<file path="src/rtl/fetch_pkg.sv">
// Shared types and constants for the instruction fetch stage.
package fetch_pkg;

  localparam int ADDR_W = 16;
  localparam logic [ADDR_W-1:0] DEF_RESET_PC = 16'h0000;
  localparam int DEF_PC_STEP = 2;

  typedef enum logic [1:0] {
    FETCH  = 2'd0,
    ISSUE  = 2'd1,
    HALTED = 2'd2
  } fetch_state_e;

endpackage

</file>
<file path="src/rtl/pc_next_calc.sv">
// Next-PC arithmetic: sequential increment and PC-relative branch target.
module pc_next_calc
  import fetch_pkg::*;
#(
  parameter int PC_STEP = DEF_PC_STEP
) (
  input  logic              [ADDR_W-1:0] pc,
  input  logic                           pc_src,
  input  logic signed       [ADDR_W-1:0] branch_imm,
  output logic              [ADDR_W-1:0] pc_inc_2,
  output logic              [ADDR_W-1:0] pc_next
);

  localparam logic [ADDR_W-1:0] STEP = ADDR_W'(PC_STEP);

  logic signed [ADDR_W-1:0] byte_offset;

  // Immediate counts instructions; the shift converts it to a byte offset.
  // All sums wrap at 16 bits with the carry discarded.
  always_comb begin
    byte_offset = branch_imm <<< 1;
    pc_inc_2    = pc + STEP;
    pc_next     = pc_src ? (pc_inc_2 + $unsigned(byte_offset)) : pc_inc_2;
  end

endmodule

</file>
<file path="src/rtl/fetch_unit.sv">
// Instruction fetch stage: req/ack fetch from imem, valid/ready issue to decode.
// Optional macro FETCH_PERF_CNT_EN adds retired/taken-branch counters.
module fetch_unit
  import fetch_pkg::*;
#(
  parameter logic [ADDR_W-1:0] RESET_PC = DEF_RESET_PC,
  parameter int                PC_STEP  = DEF_PC_STEP
) (
  input  logic                     clk,
  input  logic                     rst_n,
  output logic                     imem_req,
  output logic        [ADDR_W-1:0] imem_addr,
  input  logic                     imem_ack,
  input  logic        [ADDR_W-1:0] imem_rdata,
  output logic        [ADDR_W-1:0] instr,
  output logic        [ADDR_W-1:0] pc_inc_2,
  output logic                     instr_valid,
  input  logic                     instr_ready,
  input  logic                     PCSrc,
  input  logic signed [ADDR_W-1:0] branch_imm,
  input  logic                     hlt,
  output logic                     halted
`ifdef FETCH_PERF_CNT_EN
  ,
  output logic        [31:0]       retired_cnt,
  output logic        [31:0]       taken_cnt
`endif
);

  fetch_state_e      state_q, state_d;
  logic [ADDR_W-1:0] pc_q, pc_d;
  logic [ADDR_W-1:0] pc_next;
  logic              load_instr;
  logic              handshake;

  pc_next_calc #(
    .PC_STEP    (PC_STEP)
  ) u_pc_next (
    .pc         (pc_q),
    .pc_src     (PCSrc),
    .branch_imm (branch_imm),
    .pc_inc_2   (pc_inc_2),
    .pc_next    (pc_next)
  );

  assign imem_addr = pc_q;
  assign handshake = instr_valid && instr_ready;

  // An ack only counts against an outstanding request, so the reset cycle
  // (request still low) cannot capture stray memory data.
  always_comb begin
    state_d    = state_q;
    pc_d       = pc_q;
    load_instr = 1'b0;
    case (state_q)
      FETCH: begin
        if (imem_req && imem_ack) begin
          load_instr = 1'b1;
          state_d    = ISSUE;
        end
      end
      ISSUE: begin
        if (handshake) begin
          if (hlt) begin
            state_d = HALTED;
          end else begin
            pc_d    = pc_next;
            state_d = FETCH;
          end
        end
      end
      HALTED: begin
        state_d = HALTED;
      end
      default: begin
        state_d = FETCH;
        pc_d    = RESET_PC;
      end
    endcase
  end

  // Handshake outputs are registered from the next state so they are glitch-free.
  always_ff @(posedge clk) begin
    if (!rst_n) begin
      state_q     <= FETCH;
      pc_q        <= RESET_PC;
      instr       <= '0;
      imem_req    <= 1'b0;
      instr_valid <= 1'b0;
      halted      <= 1'b0;
    end else begin
      state_q     <= state_d;
      pc_q        <= pc_d;
      if (load_instr) begin
        instr <= imem_rdata;
      end
      imem_req    <= (state_d == FETCH);
      instr_valid <= (state_d == ISSUE);
      halted      <= (state_d == HALTED);
    end
  end

`ifdef FETCH_PERF_CNT_EN
  always_ff @(posedge clk) begin
    if (!rst_n) begin
      retired_cnt <= '0;
      taken_cnt   <= '0;
    end else if (handshake) begin
      retired_cnt <= retired_cnt + 32'd1;
      if (PCSrc && !hlt) begin
        taken_cnt <= taken_cnt + 32'd1;
      end
    end
  end
`endif

endmodule

</file>
<file path="config.mk">
export PLATFORM = sky130hd
export DESIGN_NAME = fetch_unit
export DESIGN_NICKNAME = d
export VERILOG_FILES = /design/src/rtl/fetch_pkg.sv /design/src/rtl/pc_next_calc.sv /design/src/rtl/fetch_unit.sv
export SDC_FILE = /design/constraint.sdc
export NUM_CORES = 1
export LEC_CHECK = 0
export ABC_AREA = 1
export CAP_MARGIN = 20
export CORE_MARGIN = 8
export CORE_UTILIZATION = 57
export CTS_CLUSTER_DIAMETER = 50
export DETAILED_ROUTE_END_ITERATION = 6
export DONT_BUFFER_PORTS = 1
export GPL_TIMING_DRIVEN = 0
export PLACE_DENSITY = 0.75
export SLEW_MARGIN = 5
export SYNTH_ARGS = -nofsm -noshare
export SYNTH_HDL_FRONTEND = slang
export SYNTH_SLANG_ARGS = --single-unit
</file>
<file path="constraint.sdc">
create_clock -name clk -period 2.2 [get_ports clk]
set_clock_uncertainty 0.05 [all_clocks]
set_input_delay 0.55 -clock clk [delete_from_list [all_inputs] [get_ports clk]]
set_output_delay 0.55 -clock clk [all_outputs]
set_load 0.005 [all_outputs]
</file>
==> flow_summary_export.csv, run 1 <==
group,metric,value,unit
clock_network,clk_latency,0.28,ns
power,ir_drop,0.616,mV
worst_setup_path,start_kind,"flop",
finish,fin_nets,462,
clock_network,cts-root-buf,"clkbuf_8",
clock_network,cts_made_buffers,5,
timing,fmax,383,MHz
worst_hold_path,holdPathEnd,"instr[11]$_SDFFE_PN0P_",
clock_network,clk_path_buf_depth,2,
routing,firstDrtPassIters,5,
finish,fillers,394,
die,die_area,6840,um^2
finish,multi_input_area,1910,um^2
finish,area_growth,22.2,%
routing,drcViolationCount,0,
timing,period_share,119,%
timing,rsz0062_at_grt,"true",
worst_setup_path,r2r-start,"imem_addr[5]$_SDFFE_PN0P_",
clock_network,clock-sinks,36,
logic_synthesis,synthDistinctLibCells,38,
logic_synthesis,avgSynthCellArea,6.43,um^2
finish,n_antenna_cell,0,
worst_hold_path,hold_path_depth,2,
logic_synthesis,synth_warnings,0,
run_status,status,"finished with violations",
finish,final_common_cell,"nand2_1",
routing,viasPerCell,5.50,
logic_synthesis,netlist_area,2530,um^2
routing,ant_nets,0,
global_routing,grt_max_degree,11,
place,gp_congestion,0.848,
logic_synthesis,synthFlopType,"dfxtp_1",
logic_synthesis,syn_inst,394,
die,start_util,58.6,%
die,rows,24,
timing,hold_viol,0,
routing,routed_wl,6850,um
worst_setup_path,setup.worst_path.end_class,"flop",
worst_setup_path,worstPathRequired,2.36,ns
finish,stdcell_count,460,
routing,dr_total_vias,2529,
global_routing,globalRoute.totalOverflow,0,
worst_hold_path,worstHoldStart,"imem_rdata[11]",
timing,slew_viol_final,0,
worst_setup_path,criticalPathCategory,"reg -> reg",
worst_setup_path,crit_arrival,2.77,ns
worst_setup_path,rrSetupSlack,-0.41,ns
place,dpl.cell_count,447,
worst_setup_path,r2r_end,"imem_addr[15]$_SDFFE_PN0P_",
worst_setup_path,reg2reg_depth,15,
finish,seq_area,752,um^2
die,die_h,82.7,um
place,numPortBuffers,0,
worst_setup_path,crit_path_max_fanout,5,
clock_network,htree_levels,2,
clock_network,clkTransAtPathRegs,0.07,ns
power,p_per_area,522,nW/um^2
logic_synthesis,ys_ff_latch,36,
die,io_pins,89,
die,coreArea,4320,um^2
logic_synthesis,synthArstFlopShare,0,%
routing,first_iter_violations,94,
worst_hold_path,hold_path.class,"in -> reg",
logic_synthesis,synth-edff-count,0,
clock_network,cts_tree,"done",
timing,fin_crit,2.61,ns
place,dp_hpwl,5440,um
global_routing,grt_pass1_vias,2472,
finish,mostFrequentLayoutCells,"73 x nand2_1, 60 x nor2_1, 41 x inv_1",
die,die_w,82.7,um
timing,finalSetupViolations,14,
timing,setup_tns,-3.15,ns
clock_network,cts_hold_buf,0,
flow_run,cap_violations,0,
global_routing,track_usage,19.8,%
worst_setup_path,crit_start,"imem_addr[5]$_SDFFE_PN0P_",
routing,wl_per_cell,14.9,um
logic_synthesis,yosysSeqAreaShare,28.4,%
global_routing,grt_first_pass_wirelength,10700,um
power,leakage,1.33,nW
finish,layout-drive-gt1-share,21.6,%
run_status,violations,"setup timing",
timing,setup_ws,-0.413,ns
global_routing,antenna_found_initial,0,
-- registers in the layout (all words and copies together), names as in the netlist --
name,flops
imem_addr,15
instr,16
imem_req,1
halted,1
instr_valid,1
state_q,2
-- through the flow --
step | utilization [%] | worst slack (ns) | instance area [um^2] | hold WS [ns] | power [W]
2_1_floorplan | - | -0.0766 | 2620 | 0.430 | 0.00103
3_3_place_gp | 62.2 | -0.446 | 2690 | 0.453 | 0.00111
3_5_place_dp | 62.2 | -0.510 | 2690 | 0.457 | 0.00112
4_1_cts | 68.6 | -0.329 | 2970 | 0.385 | 0.00160
5_1_grt | 71.6 | -0.605 | 3100 | 0.385 | 0.00172
6_report | 71.6 | -0.413 | 3100 | 0.389 | 0.00162
-- cell type report --
cell class                      instances  area share (%)
Multi-Input combinational cell        299            61.7
Sequential cell                        36            24.3
Timing Repair Buffer                    5            1.21
Tap cell                               52            2.10
Clock buffer                            8            2.91
Buffer                                 12            2.02
Inverter                               48            5.82
-- metal layers --
| metal | global-route usage (%) | part of all wire, % | vias to the layer above |
|---|---|---|---|
| li1 | - | - | 1294 |
| met1 | 21.7 | 39 | 1155 |
| met2 | 35.0 | 51 | 70 |
| met3 | 6.60 | 8.8 | 10 |
| met4 | 6.38 | 1.3 | 0 |
| met5 | 0 | 0 | - |
-- critical path, cell delays in order, from the launching register on --
cell,delay [ns]
dfxtp_2,0.40
inv_1,0.13
nor3_1,0.19
nand3_1,0.13
xor2_1,0.20
inv_1,0.14
ha_4,0.27
a21oi_1,0.20
nand2_2,0.11
a21oi_2,0.17
nand2_1,0.10
nand2_2,0.10
nand3_2,0.07
nand2_2,0.10
nand3_2,0.07
a21oi_2,0.13
-- repair_timing --
item | 4_1_cts | 5_1_grt
endpoints found under the hold margin | 0 | 0
setup endpoints to repair | 12 | 16
setup buffers | 3 | 2
pin swaps | 10 | 16
resized for setup | 32 | 28
-- cell families after synthesis --
logic type / share of synthesized area, %
DFF: 28.4
adders and majority gates: 8.69
xor gates and xnor gates: 4.05
AOI/OAI and AO/OA: 15.3
and+or+nand+nor: 33.8
buffers and inverters: 9.58
other: 0.148
-- synth_stat cells, types with 2 or more instances --
| cell type | instances | area [um^2] |
|---|---|---|
| a211oi_1 | 2 | 15.0 |
| buf_4 | 2 | 15.0 |
| nand2_1 | 83 | 312 |
| xor2_1 | 8 | 70.1 |
| clkinv_1 | 2 | 7.51 |
| nor2_2 | 2 | 12.5 |
| dfxtp_1 | 36 | 721 |
| o21ai_0 | 25 | 125 |
| buf_2 | 2 | 10.0 |
| o21bai_1 | 2 | 15.0 |
| clkbuf_1 | 7 | 26.3 |
| nand4_1 | 5 | 31.3 |
| inv_1 | 45 | 169 |
| a21boi_0 | 2 | 15.0 |
| nor2_4 | 2 | 22.5 |
| a21oi_1 | 31 | 155 |
| nor2_1 | 64 | 240 |
| o21ai_1 | 2 | 10.0 |
| o211ai_1 | 3 | 22.5 |
| nand3_2 | 2 | 20.0 |
| ha_1 | 16 | 200 |
| or2_2 | 3 | 18.8 |
| nor3_1 | 3 | 15.0 |
| nand3_1 | 31 | 155 |
-- power breakdown --
group	switching (W)	internal, W	leakage (nW)
registers	0.0000560	0.000696	0.301
logic	0.000242	0.000163	0.982
clock network	0.000204	0.000255	0.0455
-- worst max-delay path by stage --
| stage | slack, ns | endpoint | cells after the start |
|---|---|---|---|
| floorplan | -0.08 | imem_addr[14]$_SDFFE_PN0P_ | 16 |
| global placement | -0.45 | imem_addr[14]$_SDFFE_PN0P_ | 13 |
| detailed placement | -0.51 | imem_addr[15]$_SDFFE_PN0P_ | 16 |
| CTS | -0.33 | imem_addr[15]$_SDFFE_PN0P_ | 17 |
| global route | -0.60 | imem_addr[15]$_SDFFE_PN0P_ | 15 |
| finish | -0.41 | imem_addr[15]$_SDFFE_PN0P_ | 15 |
(Power assumes the default switching activity.)
==> inputs of run 2 (changes only) <==
--- a/config.mk
+++ b/config.mk
@@ -12,7 +12,8 @@
 export CTS_CLUSTER_DIAMETER = 50
 export DETAILED_ROUTE_END_ITERATION = 6
 export DONT_BUFFER_PORTS = 1
-export GPL_TIMING_DRIVEN = 0
+export GPL_ROUTABILITY_DRIVEN = 0
+export GPL_TIMING_DRIVEN = 1
 export PLACE_DENSITY = 0.75
 export SLEW_MARGIN = 5
 export SYNTH_ARGS = -nofsm -noshare
==> flow_summary_export.csv, run 2 (synthesized netlist as in run 1, its figures left out) <==
group,metric,value,unit
worst_setup_path,critPathBufInv,3,
routing,viasPerCell,6.32,
clock_network,cts-root-buf,"clkbuf_8",
timing,slew_headroom,63.0,%
timing,fin_crit,2.77,ns
finish,multi_input_area,2100,um^2
routing,drcViolationCount,6,
global_routing,grt_pass1_vias,2813,
timing,fmax,361,MHz
routing,first_iter_violations,410,
global_routing,track_usage,23.7,%
global_routing,globalRoute.totalOverflow,0,
timing,hold_viol,0,
finish,fillers,203,
worst_hold_path,worstHoldStart,"rst_n",
die,die_w,82.7,um
timing,finalSetupViolations,19,
worst_setup_path,crit_path_max_fanout,5,
finish,final_common_cell,"buf_4",
worst_setup_path,cp_top_family,"simple AND/OR/NAND/NOR gates",
worst_setup_path,rrSetupSlack,-0.57,ns
clock_network,clk_path_buf_depth,2,
finish,layout-drive-gt1-share,40.0,%
worst_hold_path,holdPathEnd,"instr[9]$_SDFFE_PN0P_",
finish,mostFrequentLayoutCells,"72 x buf_4, 60 x nand2_1, 59 x nor2_1",
worst_setup_path,criticalPathCategory,"reg -> reg",
timing,rsz0062_at_grt,"true",
routing,routed_wl,11400,um
clock_network,cts_made_buffers,5,
worst_setup_path,r2r_end,"imem_addr[15]$_SDFFE_PN0P_",
worst_setup_path,crit_path_frequent_cell,"nand2_1",
worst_hold_path,hold_path.class,"in -> reg",
power,internal-power,0.00122,W
clock_network,clk_latency,0.28,ns
clock_network,cts_tree,"done",
worst_setup_path,setup.worst_path.end_class,"flop",
worst_hold_path,hold_path_depth,2,
finish,seq_area,737,um^2
routing,firstDrtPassIters,7,
finish,final_util,88.3,%
power,seqPwrFrac,40.1,%
routing,wl_per_cell,21.8,um
worst_setup_path,worstPathRequired,2.34,ns
worst_setup_path,reg2reg_depth,20,
clock_network,clock-sinks,36,
power,p_clk_share,25.4,%
global_routing,grt_first_pass_wirelength,12800,um
worst_setup_path,critical-path-max-stage-delay,0.39,ns
finish,n_antenna_cell,0,
timing,timing.hold.ws,0.347,ns
routing,dr_total_vias,3310,
global_routing,antenna_found_initial,0,
worst_setup_path,crit_slowest_cell,"dfxtp_4",
finish,regMostFlops,"instr",
die,die_area,6840,um^2
power,p_per_area,484,nW/um^2
worst_setup_path,worst-path-stages,20,
finish,stdcell_count,524,
power,swShare,33.9,%
routing,ant_nets,0,
timing,setup_ws,-0.570,ns
die,rows,24,
timing,worstMarginPinSlew,0.552,ns
flow_run,cap_violations,0,
clock_network,clkTransAtPathRegs,0.07,ns
place,numPortBuffers,0,
power,leakage,1.72,nW
finish,largest_register_ffs,16,
die,die_h,82.7,um
die,coreArea,4320,um^2
die,start_util,58.6,%
finish,area_growth,50.7,%
timing,period_share,126,%
power,ir_drop,0.681,mV
place,dpl.cell_count,503,
run_status,status,"finished with violations",
global_routing,grt_max_degree,23,
worst_setup_path,start_kind,"flop",
clock_network,htree_levels,2,
run_status,violations,"DRC, setup timing",
worst_setup_path,r2r-start,"imem_addr[3]$_SDFFE_PN0P_",
timing,slew_viol_final,0,
power,comb_power_share,34.5,%
place,dp_hpwl,5740,um
die,io_pins,89,
worst_setup_path,crit_chain,"nand3_4 -> nor2_4 -> nand3_1 -> nor2_1 -> inv_1 -> nand2_2 -> inv_2 -> ha_4 -> nand2_1 -> nand2_1 -> buf_4 -> nand2_2 -> nand2_2 -> a21oi_2 -> nand2_1 -> nand2_1 -> nand3_1 -> nand2_1 -> nand3_1 -> a21oi_1",
power,p_switching,0.000627,W
finish,fin_nets,526,
worst_setup_path,crit_arrival,2.91,ns
run 2: power groups by stage:
stage / clock network (W) / logic (W) / registers, W
after global placement: 0 / 0.000428 / 0.000751
after detailed placement: 0 / 0.000442 / 0.000753
after CTS: 0.000482 / 0.000507 / 0.000739
final: 0.000469 / 0.000637 / 0.000741
after global routing: 0.000506 / 0.000676 / 0.000748
after floorplan: 0 / 0.000284 / 0.000751
run 2: timing repair:
action / 4_1_cts / 5_1_grt
endpoints found under the setup margin: 16 / 20
gates resized for setup: 62 / 46
setup buffers: 7 / 9
gates cloned: 0 / 0
hold buffers: 0 / 0
pin swaps: 30 / 21
run 2: stage by stage:
stage | TNS, ns | worst slack [ns] | instance area, um^2 | total power (W)
after detailed placement | -2.03 | -0.281 | 3140 | 0.00119
after global placement | -1.50 | -0.213 | 3140 | 0.00118
after CTS | -1.51 | -0.189 | 3540 | 0.00173
final | -5.32 | -0.570 | 3820 | 0.00185
after global routing | -7.81 | -0.808 | 3820 | 0.00193
after floorplan | -0.180 | -0.0766 | 2620 | 0.00103
run 2: area by class of cell:
class | instances | area share, %
clock buffers | 6 | 2.16
clock inverters | 2 | 0.262
inverters | 48 | 4.72
multi-input cells | 299 | 55.1
flip-flops and latches | 36 | 19.3
well taps | 52 | 1.70
repair buffers | 81 | 16.8
run 2: layer usage:
metal  part of all wire [%]  GRT usage (%)
met5                      0              0
met4                    6.5           5.34
met3                     14           6.17
met2                     48           43.3
met1                     32           26.7
run 2: worst max-delay path by stage:
stage	startpoint	end	slack, ns
final	imem_addr[3]$_SDFFE_PN0P_	imem_addr[15]$_SDFFE_PN0P_	-0.57
after detailed placement	imem_addr[2]$_SDFFE_PN0P_	imem_addr[14]$_SDFFE_PN0P_	-0.28
after floorplan	imem_addr[1]$_SDFFE_PN0P_	imem_addr[14]$_SDFFE_PN0P_	-0.08
after global placement	imem_addr[2]$_SDFFE_PN0P_	imem_addr[14]$_SDFFE_PN0P_	-0.21
after CTS	imem_addr[1]$_SDFFE_PN0P_	imem_addr[15]$_SDFFE_PN0P_	-0.19
after global routing	imem_addr[6]$_SDFFE_PN0P_	imem_addr[15]$_SDFFE_PN0P_	-0.81
run 2: worst register-to-register path: stages (launching register included):
cell and delay [ns]:
dfxtp_4 0.39, nand3_4 0.10, nor2_4 0.15, nand3_1 0.10, nor2_1 0.16, inv_1 0.09
nand2_2 0.09, inv_2 0.07, ha_4 0.25, nand2_1 0.08, nand2_1 0.11, buf_4 0.19
nand2_2 0.06, nand2_2 0.07, a21oi_2 0.16, nand2_1 0.08, nand2_1 0.09, nand3_1 0.11
nand2_1 0.09, nand3_1 0.06, a21oi_1 0.15
==> variant 1: new RTL, settings of run 2 <==
Change the package constant `ADDR_W` from 16 to 15.
--- a/src/rtl/fetch_pkg.sv
+++ b/src/rtl/fetch_pkg.sv
@@ -1,7 +1,7 @@
 // Shared types and constants for the instruction fetch stage.
 package fetch_pkg;
 
-  localparam int ADDR_W = 16;
+  localparam int ADDR_W = 15;
   localparam logic [ADDR_W-1:0] DEF_RESET_PC = 16'h0000;
   localparam int DEF_PC_STEP = 2;
 
Ports: changed (5 resized); port bits go from 89 to 84. No check against the original RTL was run, so the function may have changed too.
==> variant 1 against run 2 <==
- the run ends with setup timing left
- synthesized area shrank 7.3%
- sequential cell count is 2 lower
- setup slack improved by 0.15 ns
- power is 8.0% lower
- cell area decreased by 8.9%
- wire length is 20% lower
- critical path type unchanged
- highest routed layer unchanged
==> variant 1: results (changes against run 2) <==
status finished with violations (unchanged); violated checks setup timing (was DRC, setup timing); Post-DP Area 0.002861 mm^2 (was 0.003137 mm^2); highest fanout seen on the critical path 4 (was 5); reg-to-reg endpoint imem_addr[14]$_SDFFE_PN0P_ (was imem_addr[15]$_SDFFE_PN0P_); endpoint of the worst hold path instr[13]$_SDFFE_PN0P_ (was instr[9]$_SDFFE_PN0P_); largest net degree at the start of global routing 21 (was 23); via count of the first global-routing pass 2544 (was 2813); Critical Path Start imem_addr[1]$_SDFFE_PN0P_ (was imem_addr[3]$_SDFFE_PN0P_); final worst path period share 1.189 (was 1.259); global routing usage summed across all routing layers 0.2302 (was 0.2370); wire length on met3 1.043 mm (was 1.552 mm); transition time of the tightest slew-check pin 0.5118 ns (was 0.5520 ns); Synth Area in Compound Gates 0.1511 (was 0.1530); adder-cell share of the synthesized area 0.08834 (was 0.08687); Worst Setup Slack, final -0.4155 ns (was -0.5697 ns); Register-to-Register Path Depth 19 (was 20); post-DP HPWL 5.402 mm (was 5.737 mm); starting DRC count in detailed routing 283 (was 410); arrival time reported for the critical path endpoint 2.78 ns (was 2.91 ns); final total negative setup slack -3.096 ns (was -5.321 ns); share of layout cells above drive strength 1 0.3875 (was 0.4004); peak supply drop 0.5325 mV (was 0.6805 mV); fill cell total of the finished layout 199 (was 203); number of search-and-repair iterations in the first detailed-routing pass 6 (was 7); sequential share of the synthesized area 0.2895 (was 0.2843); final routed wire length divided by cell count 18.99 um (was 21.79 um); net total in the final layout 482 (was 526); total instance count after detailed placement 461 (was 503); final count of negative-setup-slack endpoints 14 (was 19)
[variant 1: cell count changes in the layout (fill, tap and decap cells not counted), moves of 6 or more]
cell                             run 2  this run
sky130_fd_sc_hd__nor2_2              3        11
sky130_fd_sc_hd__buf_4              72        65
sky130_fd_sc_hd__nor2_1             59        45
sky130_fd_sc_hd__nand3_1            22        16
[variant 1: power by group]
group	total, mW	switching, mW	internal (mW)
registers	0.698	0.0385	0.659
clock network	0.468	0.216	0.252
logic	0.534	0.301	0.233
total	1.70	0.556	1.14
[variant 1: area by class of cell]
cell class	count	area, um^2	share of cell area
Tap cell	50	62.56	0.01799
Sequential cell	34	694.4	0.1996
Multi-Input combinational cell	273	1911	0.5493
Clock inverter	1	5.005	0.001439
Inverter	46	175.2	0.05036
Timing Repair Buffer	70	544.3	0.1565
Clock buffer	7	86.33	0.02482
[variant 1: critical path, stage by stage, from the launching register on]
cell and delay [ns]:
sky130_fd_sc_hd__dfxtp_4 0.39, sky130_fd_sc_hd__ha_4 0.16, sky130_fd_sc_hd__nand3_4 0.10, sky130_fd_sc_hd__inv_4 0.09, sky130_fd_sc_hd__buf_4 0.12, sky130_fd_sc_hd__nand3_4 0.07, sky130_fd_sc_hd__xor2_2 0.22, sky130_fd_sc_hd__inv_2 0.08
sky130_fd_sc_hd__ha_4 0.23, sky130_fd_sc_hd__nand2_2 0.10, sky130_fd_sc_hd__inv_1 0.05, sky130_fd_sc_hd__nand2_1 0.06, sky130_fd_sc_hd__nand2_1 0.07, sky130_fd_sc_hd__a21oi_2 0.18, sky130_fd_sc_hd__nand2_1 0.11, sky130_fd_sc_hd__nand2_2 0.08
sky130_fd_sc_hd__nand3_1 0.08, sky130_fd_sc_hd__nand2_1 0.10, sky130_fd_sc_hd__nand3_2 0.07, sky130_fd_sc_hd__a21oi_1 0.11
==> variant 2: new RTL, settings of run 2 <==
Made on the original files. Encoding of `fetch_state_e`: now one-hot (3 bits for 3 states).
--- a/src/rtl/fetch_pkg.sv
+++ b/src/rtl/fetch_pkg.sv
@@ -5,10 +5,10 @@
   localparam logic [ADDR_W-1:0] DEF_RESET_PC = 16'h0000;
   localparam int DEF_PC_STEP = 2;
 
-  typedef enum logic [1:0] {
-    FETCH  = 2'd0,
-    ISSUE  = 2'd1,
-    HALTED = 2'd2
+  typedef enum logic [2:0] {
+    FETCH  = 3'b001,
+    ISSUE  = 3'b010,
+    HALTED = 3'b100
   } fetch_state_e;
 
 endpackage
Function: same outputs for any inputs over 10 cycles, from zero or initial values and one cycle with rst_n low; not proved beyond that.
==> variant 2 against run 2 <==
- the flow finishes with violations (setup timing)
- setup slack better by 0.16 ns
- power increased by 15%
- sequential cell count increased by 1
- combinational power up 25%
- synthesized area grew 2.7%
- wire length down 2.2%
- non-clock buffer count increased by 3
- cell area up 3.0%
- critical path type unchanged
- critical endpoint is now imem_addr[14]$_SDFFE_PN0P_
==> variant 2: results (changes against run 2) <==
status finished with violations (unchanged); violated checks setup timing (was DRC, setup timing); level count of the clock H-tree 2 (unchanged); clock-pin slew of the registers on the worst-case setup and hold paths 0.08 ns; average instance area after synthesis 6.426 um^2 (was 6.434 um^2); first-pass GRT wire length 13.96 mm (was 12.79 mm); most numerous cell types in the synthesized netlist sky130_fd_sc_hd__nand2_1, sky130_fd_sc_hd__a21oi_1, sky130_fd_sc_hd__inv_1 (was sky130_fd_sc_hd__nand2_1, sky130_fd_sc_hd__nor2_1, sky130_fd_sc_hd__inv_1); final total negative setup slack -3.635 ns (was -5.321 ns); fill cell total of the finished layout 202 (was 203); global routing usage summed across all routing layers 0.2338 (was 0.2370); number of flip-flops in the largest register 16 (unchanged); antenna violations before repair 0 (unchanged); register with the most flip-flops instr (unchanged); clock insertion delay at the later pin of the skew report 0.29 ns; slowest stage cell on the critical path sky130_fd_sc_hd__dfxtp_4 (unchanged); highest fanout seen on the critical path 5 (unchanged); number of search-and-repair iterations in the first detailed-routing pass 5 (was 7); net total in the final layout 540 (was 526); peak supply drop 0.7853 mV (was 0.6805 mV); final routed wire length divided by cell count 20.75 um (was 21.79 um); HP Class input port to flip-flop (unchanged); via count of the first global-routing pass 3035 (was 2813); multiplexer share of the synthesized area 0 (unchanged); sw power 841.4 uW (was 626.5 uW); maxcap violations 0 (unchanged); number of buffers added on ports 0 (unchanged); Hold Vio Cnt, Final 0 (unchanged); area share of xor/xnor cells in the synthesized design 0.02692 (was 0.04047); number of antenna diodes 0 (unchanged); clock root cell sky130_fd_sc_hd__clkbuf_8 (unchanged); final cell count without fillers 538 (was 524); adder-cell share of the synthesized area 0.08462 (was 0.08687); commonest register cell after synthesis sky130_fd_sc_hd__dfxtp_1 (unchanged); proportion of synthesized flip-flops having asynchronous set or reset 0 (unchanged); Max clock buf depth 2 (unchanged); count of warnings emitted by yosys 0 (unchanged); slowest stage delay, CP 0.39 ns (about the same); Synth Area in Compound Gates 0.1615 (was 0.1530); share of layout cells above drive strength 1 0.4239 (was 0.4004); post-DP HPWL 6.124 mm (was 5.737 mm); Post-DP Area 0.003184 mm^2 (was 0.003137 mm^2); largest net degree at the start of global routing 24 (was 23); arrival time reported for the critical path endpoint 2.73 ns (was 2.91 ns); number of clock buffers inserted by TritonCTS 5 (unchanged); number of vias after detailed routing 3444 (was 3310); top area cells in the synthesized netlist sky130_fd_sc_hd__dfxtp_1, sky130_fd_sc_hd__nand2_1, sky130_fd_sc_hd__a21oi_1 (was sky130_fd_sc_hd__dfxtp_1, sky130_fd_sc_hd__nand2_1, sky130_fd_sc_hd__nor2_1); final count of negative-setup-slack endpoints 20 (was 19); sequential share of the synthesized area 0.2846 (was 0.2843); total instance count after detailed placement 511 (was 503); Static Leak 1.752 nW (was 1.721 nW); Worst Setup Slack, final -0.4056 ns (was -0.5697 ns); starting DRC count in detailed routing 363 (was 410); post-synthesis cell type count 35 (was 38)
[variant 2: layer usage]
layer  global-route usage  part of all wire  wire [um]  up-vias
li1                     -                 -          -     1473
met1               0.2431              0.35       3898     1614
met2               0.4168              0.49       5479      279
met3              0.09082              0.11       1218       78
met4              0.07692             0.051        568        0
met5                    0                 0          0        -
[variant 2: power groups by stage]
stage,clock network [mW],registers [mW],logic [mW]
after floorplan,0,0.841,0.469
after global placement,0,0.852,0.617
after detailed placement,0,0.856,0.648
after CTS,0.464,0.840,0.677
after global routing,0.502,0.852,0.847
final,0.476,0.842,0.799
[variant 2: layout make-up]
cell class	instances	area, um^2	share of cell area
clock buffer	6	72.57	0.01844
clock inverter	2	10.01	0.002543
inverter	50	187.7	0.04768
multi-input combinational	307	2168	0.5509
sequential	37	764.5	0.1942
tap	52	65.06	0.01653
timing repair buffer	84	668.1	0.1697
[variant 2: what timing repair did]
item	4_1_cts	5_1_grt
endpoints found under the setup margin	15	20
gates resized for setup	48	77
gates cloned	0	0
pin swaps	18	52
buffers inserted	14	9
endpoints found under the hold margin	0	0
hold buffers	0	0
[variant 2: worst paths after layout]
check	depth (start not counted)	from	slack [ns]	to
worst max-delay path	16	imem_addr[2]$_SDFFE_PN0P_	-0.41	imem_addr[14]$_SDFFE_PN0P_
worst min-delay path	1	rst_n	0.28	state_q[0]$_SDFF_PN1_
worst max register to register	16	imem_addr[2]$_SDFFE_PN0P_	-0.41	imem_addr[14]$_SDFFE_PN0P_
worst min register to register	2	instr[15]$_SDFFE_PN0P_	0.43	instr[15]$_SDFFE_PN0P_
[variant 2: cell families after synthesis]
kind of cell | count (synthesis)
DFF | 37
xor gates and xnor gates | 8
other | 1
adders and majority gates | 17
and+or+nand+nor | 205
buffers and inverters | 62
AOI/OAI and AO/OA | 75
[variant 2: critical path: cells and delay by family, from the launching register on]
family                   cells  cell delay [ns]
flip-flops                   1             0.39
adder cells (fa/ha/maj)      2             0.44
AO/OA/AOI/OAI                2             0.20
AND/OR/NAND/NOR             12             1.40
[variant 2: per-stage QoR]
stage          setup WS [ns]  utilization
2_1_floorplan       -0.05134            -
3_3_place_gp         -0.1707       0.7263
3_5_place_dp         -0.2508       0.7263
4_1_cts              -0.1889       0.8202
5_1_grt              -0.5477       0.8978
6_report             -0.4056       0.8978
